==> config.mk <==
export PLATFORM = sky130hd
export DESIGN_NAME = alu_reservation_station
export DESIGN_NICKNAME = d
export VERILOG_FILES = /design/src/rtl/alu_reservation_station_pkg.sv /design/src/rtl/alu_reservation_station_priority_select.sv /design/src/rtl/alu_reservation_station.sv
export SDC_FILE = /design/constraint.sdc
export NUM_CORES = 2
export LEC_CHECK = 0
export CAP_MARGIN = 5
export CORE_MARGIN = 4
export CORE_UTILIZATION = 45
export CTS_BUF_LIST = sky130_fd_sc_hd__clkbuf_16
export DETAILED_ROUTE_END_ITERATION = 8
export PLACE_DENSITY_LB_ADDON = 0.3
export SETUP_SLACK_MARGIN = 0.05
export SYNTH_ARGS = -nofsm -noshare
export SYNTH_HDL_FRONTEND = slang
export SYNTH_SLANG_ARGS = --single-unit
==> constraint.sdc <==
create_clock -name clk -period 11.6 [get_ports clk]
set_input_delay 2.32 -clock clk [delete_from_list [all_inputs] [get_ports clk]]
set_output_delay 2.32 -clock clk [all_outputs]
set_load 0.02 [all_outputs]
==> src/rtl/alu_reservation_station_pkg.sv <==
// Shared definitions for the ALU reservation station and the ALU: opcode encoding,
// datapath widths, the CDB bundle, the RS entry layout and operand resolution.
package alu_reservation_station_pkg;

   localparam int DATA_WIDTH   = 32;
   localparam int TAG_WIDTH    = 4;
   localparam int OPCODE_WIDTH = 6;

   localparam logic [OPCODE_WIDTH-1:0] OP_LUI   = 6'd0;
   localparam logic [OPCODE_WIDTH-1:0] OP_AUIPC = 6'd1;
   localparam logic [OPCODE_WIDTH-1:0] OP_JAL   = 6'd2;
   localparam logic [OPCODE_WIDTH-1:0] OP_JALR  = 6'd3;
   localparam logic [OPCODE_WIDTH-1:0] OP_BEQ   = 6'd4;
   localparam logic [OPCODE_WIDTH-1:0] OP_BNE   = 6'd5;
   localparam logic [OPCODE_WIDTH-1:0] OP_BLT   = 6'd6;
   localparam logic [OPCODE_WIDTH-1:0] OP_BGE   = 6'd7;
   localparam logic [OPCODE_WIDTH-1:0] OP_BLTU  = 6'd8;
   localparam logic [OPCODE_WIDTH-1:0] OP_BGEU  = 6'd9;
   localparam logic [OPCODE_WIDTH-1:0] OP_LB    = 6'd10;
   localparam logic [OPCODE_WIDTH-1:0] OP_LH    = 6'd11;
   localparam logic [OPCODE_WIDTH-1:0] OP_LW    = 6'd12;
   localparam logic [OPCODE_WIDTH-1:0] OP_LBU   = 6'd13;
   localparam logic [OPCODE_WIDTH-1:0] OP_LHU   = 6'd14;
   localparam logic [OPCODE_WIDTH-1:0] OP_SB    = 6'd15;
   localparam logic [OPCODE_WIDTH-1:0] OP_SH    = 6'd16;
   localparam logic [OPCODE_WIDTH-1:0] OP_SW    = 6'd17;
   localparam logic [OPCODE_WIDTH-1:0] OP_ADDI  = 6'd18;
   localparam logic [OPCODE_WIDTH-1:0] OP_SLTI  = 6'd19;
   localparam logic [OPCODE_WIDTH-1:0] OP_SLTIU = 6'd20;
   localparam logic [OPCODE_WIDTH-1:0] OP_XORI  = 6'd21;
   localparam logic [OPCODE_WIDTH-1:0] OP_ORI   = 6'd22;
   localparam logic [OPCODE_WIDTH-1:0] OP_ANDI  = 6'd23;
   localparam logic [OPCODE_WIDTH-1:0] OP_SLLI  = 6'd24;
   localparam logic [OPCODE_WIDTH-1:0] OP_SRLI  = 6'd25;
   localparam logic [OPCODE_WIDTH-1:0] OP_SRAI  = 6'd26;
   localparam logic [OPCODE_WIDTH-1:0] OP_ADD   = 6'd27;
   localparam logic [OPCODE_WIDTH-1:0] OP_SUB   = 6'd28;
   localparam logic [OPCODE_WIDTH-1:0] OP_SLL   = 6'd29;
   localparam logic [OPCODE_WIDTH-1:0] OP_SLT   = 6'd30;
   localparam logic [OPCODE_WIDTH-1:0] OP_SLTU  = 6'd31;
   localparam logic [OPCODE_WIDTH-1:0] OP_XOR   = 6'd32;
   localparam logic [OPCODE_WIDTH-1:0] OP_SRL   = 6'd33;
   localparam logic [OPCODE_WIDTH-1:0] OP_SRA   = 6'd34;
   localparam logic [OPCODE_WIDTH-1:0] OP_OR    = 6'd35;
   localparam logic [OPCODE_WIDTH-1:0] OP_AND   = 6'd36;

   typedef struct packed {
      logic                  valid;
      logic [TAG_WIDTH-1:0]  tag;
      logic [DATA_WIDTH-1:0] data;
   } cdb_t;

   typedef struct packed {
      logic                    busy;
      logic [OPCODE_WIDTH-1:0] op;
      logic [DATA_WIDTH-1:0]   pc;
      logic [DATA_WIDTH-1:0]   imm;
      logic [DATA_WIDTH-1:0]   v1;
      logic [DATA_WIDTH-1:0]   v2;
      logic [TAG_WIDTH-1:0]    q1;
      logic [TAG_WIDTH-1:0]    q2;
      logic                    r1;
      logic                    r2;
      logic [TAG_WIDTH-1:0]    tag;
   } rs_entry_t;

   typedef struct packed {
      logic                  ready;
      logic [DATA_WIDTH-1:0] value;
   } operand_t;

   // An operand already ready keeps its value; otherwise either CDB carrying its tag fills it.
   function automatic operand_t resolve_operand(input logic rdy,
                                                input logic [DATA_WIDTH-1:0] v,
                                                input logic [TAG_WIDTH-1:0] q,
                                                input cdb_t alu,
                                                input cdb_t lsb);
      operand_t res;
      res = '{ready: rdy, value: v};
      if (!rdy && alu.valid && alu.tag == q) begin
         res = '{ready: 1'b1, value: alu.data};
      end else if (!rdy && lsb.valid && lsb.tag == q) begin
         res = '{ready: 1'b1, value: lsb.data};
      end
      return res;
   endfunction

endpackage

==> src/rtl/alu_reservation_station_priority_select.sv <==
// Lowest-index set-bit finder: returns the index of the first asserted request
// and whether any request was asserted at all.
module rs_priority_select #(
   parameter int N     = 8,
   parameter int IDX_W = $clog2(N)
) (
   input  logic [N-1:0]     i_req,
   output logic [IDX_W-1:0] o_idx,
   output logic             o_found
);

   // Scanning downward lets the lowest set index be the last (winning) write.
   always_comb begin
      o_idx   = '0;
      o_found = 1'b0;
      for (int i = N - 1; i >= 0; i--) begin
         if (i_req[i]) begin
            o_idx   = IDX_W'(i);
            o_found = 1'b1;
         end
      end
   end

endmodule

==> src/rtl/alu_reservation_station.sv <==
// Reservation station for integer/branch ops: buffers issued instructions, snoops
// both CDBs for missing operands and dispatches the lowest-index ready entry to the ALU.
module alu_reservation_station
   import alu_reservation_station_pkg::*;
#(
   parameter int RS_SIZE  = 8,
   parameter int TAG_W    = TAG_WIDTH,
   parameter int OPCODE_W = OPCODE_WIDTH,
   parameter int DATA_W   = DATA_WIDTH
) (
   input  logic                clk,
   input  logic                rst,
   input  logic                is_clear,
   input  logic                is_issue,
   input  logic [OPCODE_W-1:0] op_from_dec,
   input  logic [DATA_W-1:0]   pc_from_dec,
   input  logic [DATA_W-1:0]   imm_from_dec,
   input  logic [DATA_W-1:0]   v1_from_dec,
   input  logic [DATA_W-1:0]   v2_from_dec,
   input  logic [TAG_W-1:0]    q1_from_dec,
   input  logic [TAG_W-1:0]    q2_from_dec,
   input  logic                rdy1_from_dec,
   input  logic                rdy2_from_dec,
   input  logic [TAG_W-1:0]    tag_from_dec,
   input  logic                alu_cdb_valid,
   input  logic [TAG_W-1:0]    alu_cdb_tag,
   input  logic [DATA_W-1:0]   alu_cdb_data,
   input  logic                lsb_cdb_valid,
   input  logic [TAG_W-1:0]    lsb_cdb_tag,
   input  logic [DATA_W-1:0]   lsb_cdb_data,
   output logic                is_full_to_dec,
   output logic [OPCODE_W-1:0] op_to_alu,
   output logic [DATA_W-1:0]   v1_to_alu,
   output logic [DATA_W-1:0]   v2_to_alu,
   output logic [DATA_W-1:0]   imm_to_alu,
   output logic [DATA_W-1:0]   pc_to_alu,
   output logic [TAG_W-1:0]    tag_to_alu,
   output logic                is_empty_to_alu
);

   localparam int IDX_W = $clog2(RS_SIZE);

   rs_entry_t           r_entries [RS_SIZE];
   logic [OPCODE_W-1:0] r_op;
   logic [DATA_W-1:0]   r_v1, r_v2, r_imm, r_pc;
   logic [TAG_W-1:0]    r_tag;
   logic                r_empty;

   logic [RS_SIZE-1:0]  w_busy, w_free, w_ready;
   logic [IDX_W-1:0]    w_freeIdx, w_readyIdx;
   logic                w_freeFound, w_readyFound;
   cdb_t                w_aluCdb, w_lsbCdb;
   operand_t            w_issueOp1, w_issueOp2;
   operand_t            w_wake1 [RS_SIZE];
   operand_t            w_wake2 [RS_SIZE];

   assign w_aluCdb = '{valid: alu_cdb_valid, tag: alu_cdb_tag, data: alu_cdb_data};
   assign w_lsbCdb = '{valid: lsb_cdb_valid, tag: lsb_cdb_tag, data: lsb_cdb_data};

   // Occupancy, readiness and per-entry wakeup are all derived from registered state.
   always_comb begin
      for (int i = 0; i < RS_SIZE; i++) begin
         w_busy[i]  = r_entries[i].busy;
         w_ready[i] = r_entries[i].busy & r_entries[i].r1 & r_entries[i].r2;
         w_wake1[i] = resolve_operand(r_entries[i].r1, r_entries[i].v1, r_entries[i].q1,
                                      w_aluCdb, w_lsbCdb);
         w_wake2[i] = resolve_operand(r_entries[i].r2, r_entries[i].v2, r_entries[i].q2,
                                      w_aluCdb, w_lsbCdb);
      end
   end

   assign w_free         = ~w_busy;
   assign is_full_to_dec = &w_busy;
   assign w_issueOp1     = resolve_operand(rdy1_from_dec, v1_from_dec, q1_from_dec,
                                           w_aluCdb, w_lsbCdb);
   assign w_issueOp2     = resolve_operand(rdy2_from_dec, v2_from_dec, q2_from_dec,
                                           w_aluCdb, w_lsbCdb);

   rs_priority_select #(.N(RS_SIZE), .IDX_W(IDX_W)) u_freeSelect (
      .i_req  (w_free),
      .o_idx  (w_freeIdx),
      .o_found(w_freeFound)
   );

   rs_priority_select #(.N(RS_SIZE), .IDX_W(IDX_W)) u_readySelect (
      .i_req  (w_ready),
      .o_idx  (w_readyIdx),
      .o_found(w_readyFound)
   );

   // Free and dispatched entries are disjoint (non-busy vs busy), so issue, wakeup and
   // dispatch never write the same field of the same entry in one cycle.
   always_ff @(posedge clk) begin
      if (!rst) begin
         for (int i = 0; i < RS_SIZE; i++) r_entries[i].busy <= 1'b0;
         r_op    <= '0;
         r_v1    <= '0;
         r_v2    <= '0;
         r_imm   <= '0;
         r_pc    <= '0;
         r_tag   <= '0;
         r_empty <= 1'b1;
      end else if (is_clear) begin
         for (int i = 0; i < RS_SIZE; i++) r_entries[i].busy <= 1'b0;
         r_empty <= 1'b1;
      end else begin
         for (int i = 0; i < RS_SIZE; i++) begin
            if (r_entries[i].busy) begin
               r_entries[i].v1 <= w_wake1[i].value;
               r_entries[i].r1 <= w_wake1[i].ready;
               r_entries[i].v2 <= w_wake2[i].value;
               r_entries[i].r2 <= w_wake2[i].ready;
            end
         end
         if (w_readyFound) begin
            r_op    <= r_entries[w_readyIdx].op;
            r_v1    <= r_entries[w_readyIdx].v1;
            r_v2    <= r_entries[w_readyIdx].v2;
            r_imm   <= r_entries[w_readyIdx].imm;
            r_pc    <= r_entries[w_readyIdx].pc;
            r_tag   <= r_entries[w_readyIdx].tag;
            r_empty <= 1'b0;
            r_entries[w_readyIdx].busy <= 1'b0;
         end else begin
            r_empty <= 1'b1;
         end
         if (is_issue && w_freeFound) begin
            r_entries[w_freeIdx] <= '{busy: 1'b1, op: op_from_dec, pc: pc_from_dec,
                                      imm: imm_from_dec, v1: w_issueOp1.value,
                                      v2: w_issueOp2.value, q1: q1_from_dec,
                                      q2: q2_from_dec, r1: w_issueOp1.ready,
                                      r2: w_issueOp2.ready, tag: tag_from_dec};
         end
      end
   end

   assign op_to_alu       = r_op;
   assign v1_to_alu       = r_v1;
   assign v2_to_alu       = r_v2;
   assign imm_to_alu      = r_imm;
   assign pc_to_alu       = r_pc;
   assign tag_to_alu      = r_tag;
   assign is_empty_to_alu = r_empty;

endmodule

* Word level (Yosys, flattened, before mapping)
Memories as Yosys holds them, arrays and structs flattened. A register that Yosys moved wholly into a read port is not among the register bits.
Cells that the tools add are included.
** Cells by class
- Equal/unequal tests :: 36
- Multiplexer cells :: 121
- Bitwise gates (word level) :: 27
- Reductions and logical operators :: 95
** Operators by type and width (count)
- 33-bit two-way mux :: 36
- 4-bit equality test :: 36
- 1-bit logical AND :: 73
- 1-bit two-way mux :: 69
- 3-bit two-way mux :: 16
- 1-bit logical NOT :: 19
- 1-bit AND :: 16
- 8-bit NOT :: 1
- 1-bit OR :: 8
- 8-bit AND reduction :: 1
- 1-bit NOT :: 2
- 2-bit AND reduction :: 1
- 2-bit OR reduction :: 1
** Storage, ports and cells
- Bits in registers :: 1
- Memory bits (writable) :: 1192
- Word-level logic and storage cells :: 281
- Memories kept :: 1
** Memories
- r_entries :: depth 8, bits a word 149, read ports 9, clocked after Yosys merged registers in 1, wr ports 10, RTL line alu_reservation_station.sv:43 : rs_entry_t r_entries [RS_SIZE];

* Logic depth before layout (Yosys ltp)
An unclocked memory read counts as a cell.
- Word-level depth :: 15
- Gate-level depth with buffers :: 12

* By module
Synthesis repeated with hierarchy kept, for this count alone.
** Unflattened totals
- Cell total of the unflattened synthesis :: 4713
- Area, all modules :: 62202.2 µm²
** By module, submodules not included
- alu_reservation_station :: instances 1, cells each 4687, area an instance 62042.0 µm²
- rs_priority_select :: instances 2, cells each 13, area an instance 80.1 µm²

* Worst setup path after synthesis
Ideal clock, no wire load.
- Kind :: input to register
- Start point :: in alu_cdb_tag[0]
- End point :: mem r_entries[7][46] (netlist bit), enable pin
- Arrival :: 6.064 ns
- Path slack :: 5.067 ns
- Cell stages on the path :: 8
- Path buffers :: 3
- Cell sequence :: buf_4 clkinv_1 clkbuf_1 a222oi_1 nand2_1 buf_2 o41a_1 o21ai_0
** RTL lines
- from (decl) :: RTL line alu_reservation_station.sv:26 : input logic [TAG_W-1:0] alu_cdb_tag,
- to (decl) :: RTL line alu_reservation_station.sv:43

==> out/results.ini <==
[floorplan]
core_region_area_um2=144000
start_util=0.454
ios=366
die_x_um=389
die-area_um2=151000
die_h_um=389
rows=139

[timing]
finalSetupTns_ps=0
worstMarginPinSlew_ps=1250
finalCriticalPeriod_ps=5530
slew_headroom=0.169
clock.fmax_mhz=181
finalMaxSlewViolations=0
setup_viol=0
finalHoldViolCount=0
finalClockSkew_ps=21.1
rsz0062_at_grt=false
period_share=0.477

[logic_synthesis]
synth.distinct_cells=64
ys_seq_area_frac=0.590
syn_inst=4750
ys_warn_count=0
ys.flop_type=edfxtp_1
synthArstFlopShare=0
ys_seq_elements=1331
synthesis.area_um2=65300
synth_nets=4976
synth-edff-count=1184
avgSynthCellArea_um2=13.7

[worst_setup_path]
endpoint_kind=flop
cp.required_ps=12090
critical-path-slowest-cell=buf_4
crit_type=in2reg
cp_common_cell=buf_4
crit_chain=clkdlybuf4s50_1 > and2b_1 > nand3_1 > nor3_2 > buf_4 > buf_4 > a21oi_1
arrival_ps=6020
startpoint_type=input port
critPathMaxStageDelay_ps=1020
reg2reg_slack_ps=6860
cp_max_fo=67

[cts]
cts_resized=0
clock_latency_ps=790
clock_sinks=1331
post_cts_buffers=0
clockBufferDepth=3
clk_pin_slew_ps=60
cts_hold_buf=0
htreeDepth=4
cts_tree=built
numCtsBuffers=146
cts_root_buffer=clkbuf_16

[global_routing]
first_global_vias=43300
grt_antenna_before_repair=16
grt_use_total=0.260
gr-max-usage-layer=met2
grtUsageMet3=0.0477
grt_start_max_net_pins=204
use_met1=0.339
grt_pass1_wl_mm=294
grt.overflow.total=0
use_met2=0.422

[place]
portBuffers=365
routabilityCongestion=0.844
dp_hpwl_mm=110

[final_layout]
final_nets=5050
fill_cells=12000
syn2layout_area_growth_pct=14.5
layout_commonest_cell=edfxtp_1
layout_common_cells=edfxtp_1, mux2i_1, clkdlybuf4s50_1
final_core_util=0.520
drive_gt1_frac=0.130

[pwr]
p_total_mw=10.5
peakVddDrop_mv=0.157
p_leak_nw=30.0
power_density_nw_per_um2=140

[outcome]
status=finished, final reports clean

[routing]
drt_iter0_drc=4165
detail-route-antenna-nets=0
drt-vias-per-instance=6.34
wl_mm=202
via_count=43500
post_drt_wl_per_cell_um=29.4
drtPass1Iterations=5
drc=0

[hold_path]
min_path_type=reg2reg

[run]
maxCapViolCount=0

-- report_power, final --
part | switching, mW | internal (mW)
Sequential | 0.0113 | 5.25
Clock | 2.00 | 2.63
Combinational | 0.356 | 0.263
-- cell type report --
cell class	instances	area [um2]	share of cell area
flip-flops and latches	1331	38500	0.515
multi-input cells	2825	24400	0.326
repair buffers	482	4580	0.0612
clock buffers	148	3700	0.0495
well taps	1903	2380	0.0318
clock inverters	125	1060	0.0142
inverters	38	155	0.00207
diodes	12	30.0	0.000401
-- state kept, by name, indices dropped and copies added (netlist names) --
register	count
v2_to_alu	32
is_empty_to_alu	1
r_entries	1192
v1_to_alu	32
imm_to_alu	32
pc_to_alu	32
tag_to_alu	4
op_to_alu	6
-- logic make-up after synthesis --
| group | synth area share |
|---|---|
| AOI/OAI and AO/OA | 0.118 |
| DFF | 0.590 |
| xor gates and xnor gates | 0.0129 |
| and+or+nand+nor | 0.0543 |
| muxes | 0.185 |
| buffers and inverters | 0.0409 |
-- synthesized netlist by cell type (46+ instances only) --
cell,instances,share of area
mux2i_4,64,0.022
o21ai_0,109,0.0084
xor2_1,46,0.0062
a211oi_1,251,0.029
mux2_2,70,0.012
xnor2_1,50,0.0067
nor2_1,71,0.0041
a221oi_1,254,0.034
o221a_2,63,0.011
clkbuf_1,290,0.017
edfxtp_1,1184,0.54
mux2i_1,896,0.14
o221a_1,62,0.011
buf_2,165,0.013
and3_1,255,0.024
nor3_1,170,0.013
a21oi_1,94,0.0072
mux2_4,58,0.013
buf_1,60,0.0034
nand2_1,84,0.0048
dfxtp_1,147,0.045
-- worst max-delay path: cells and delay by family --
| kind | cells | cell delay (ps) |
|---|---|---|
| compound gates | 1 | 190 |
| buf+inv | 3 | 2280 |
| simple gates | 3 | 1130 |
-- metrics by stage --
stage | setup slack (ps) | hold slack [ps] | std cells | instance area (um2)
floorplan | 5070 | 521 | 4750 | 65300
global placement | 5400 | 478 | 6578 | 70000
detailed placement | 5350 | 478 | 6578 | 70000
CTS | 6180 | 488 | 6851 | 74800
global route | 5960 | 495 | 6855 | 74800
finish | 6070 | 483 | 6864 | 74800
-- worst paths after layout --
kind                                       from                to  cells past startpoint
worst max-delay path                   is_clear  r_entries[3][43]                      7
worst min-delay path              v2_to_alu[25]     v2_to_alu[25]                      2
worst max register to register  r_entries[5][5]     v1_to_alu[29]                      9
worst min register to register    v2_to_alu[25]     v2_to_alu[25]                      2
-- routing by layer --
| layer | wire length [um] | part of all wire |
|---|---|---|
| met1 | 81200 | 0.40 |
| met2 | 95400 | 0.47 |
| met3 | 16300 | 0.081 |
| met4 | 8910 | 0.044 |
| met5 | 71 | 0.00035 |
No activity file was read; power rests on OpenSTA's default activity.
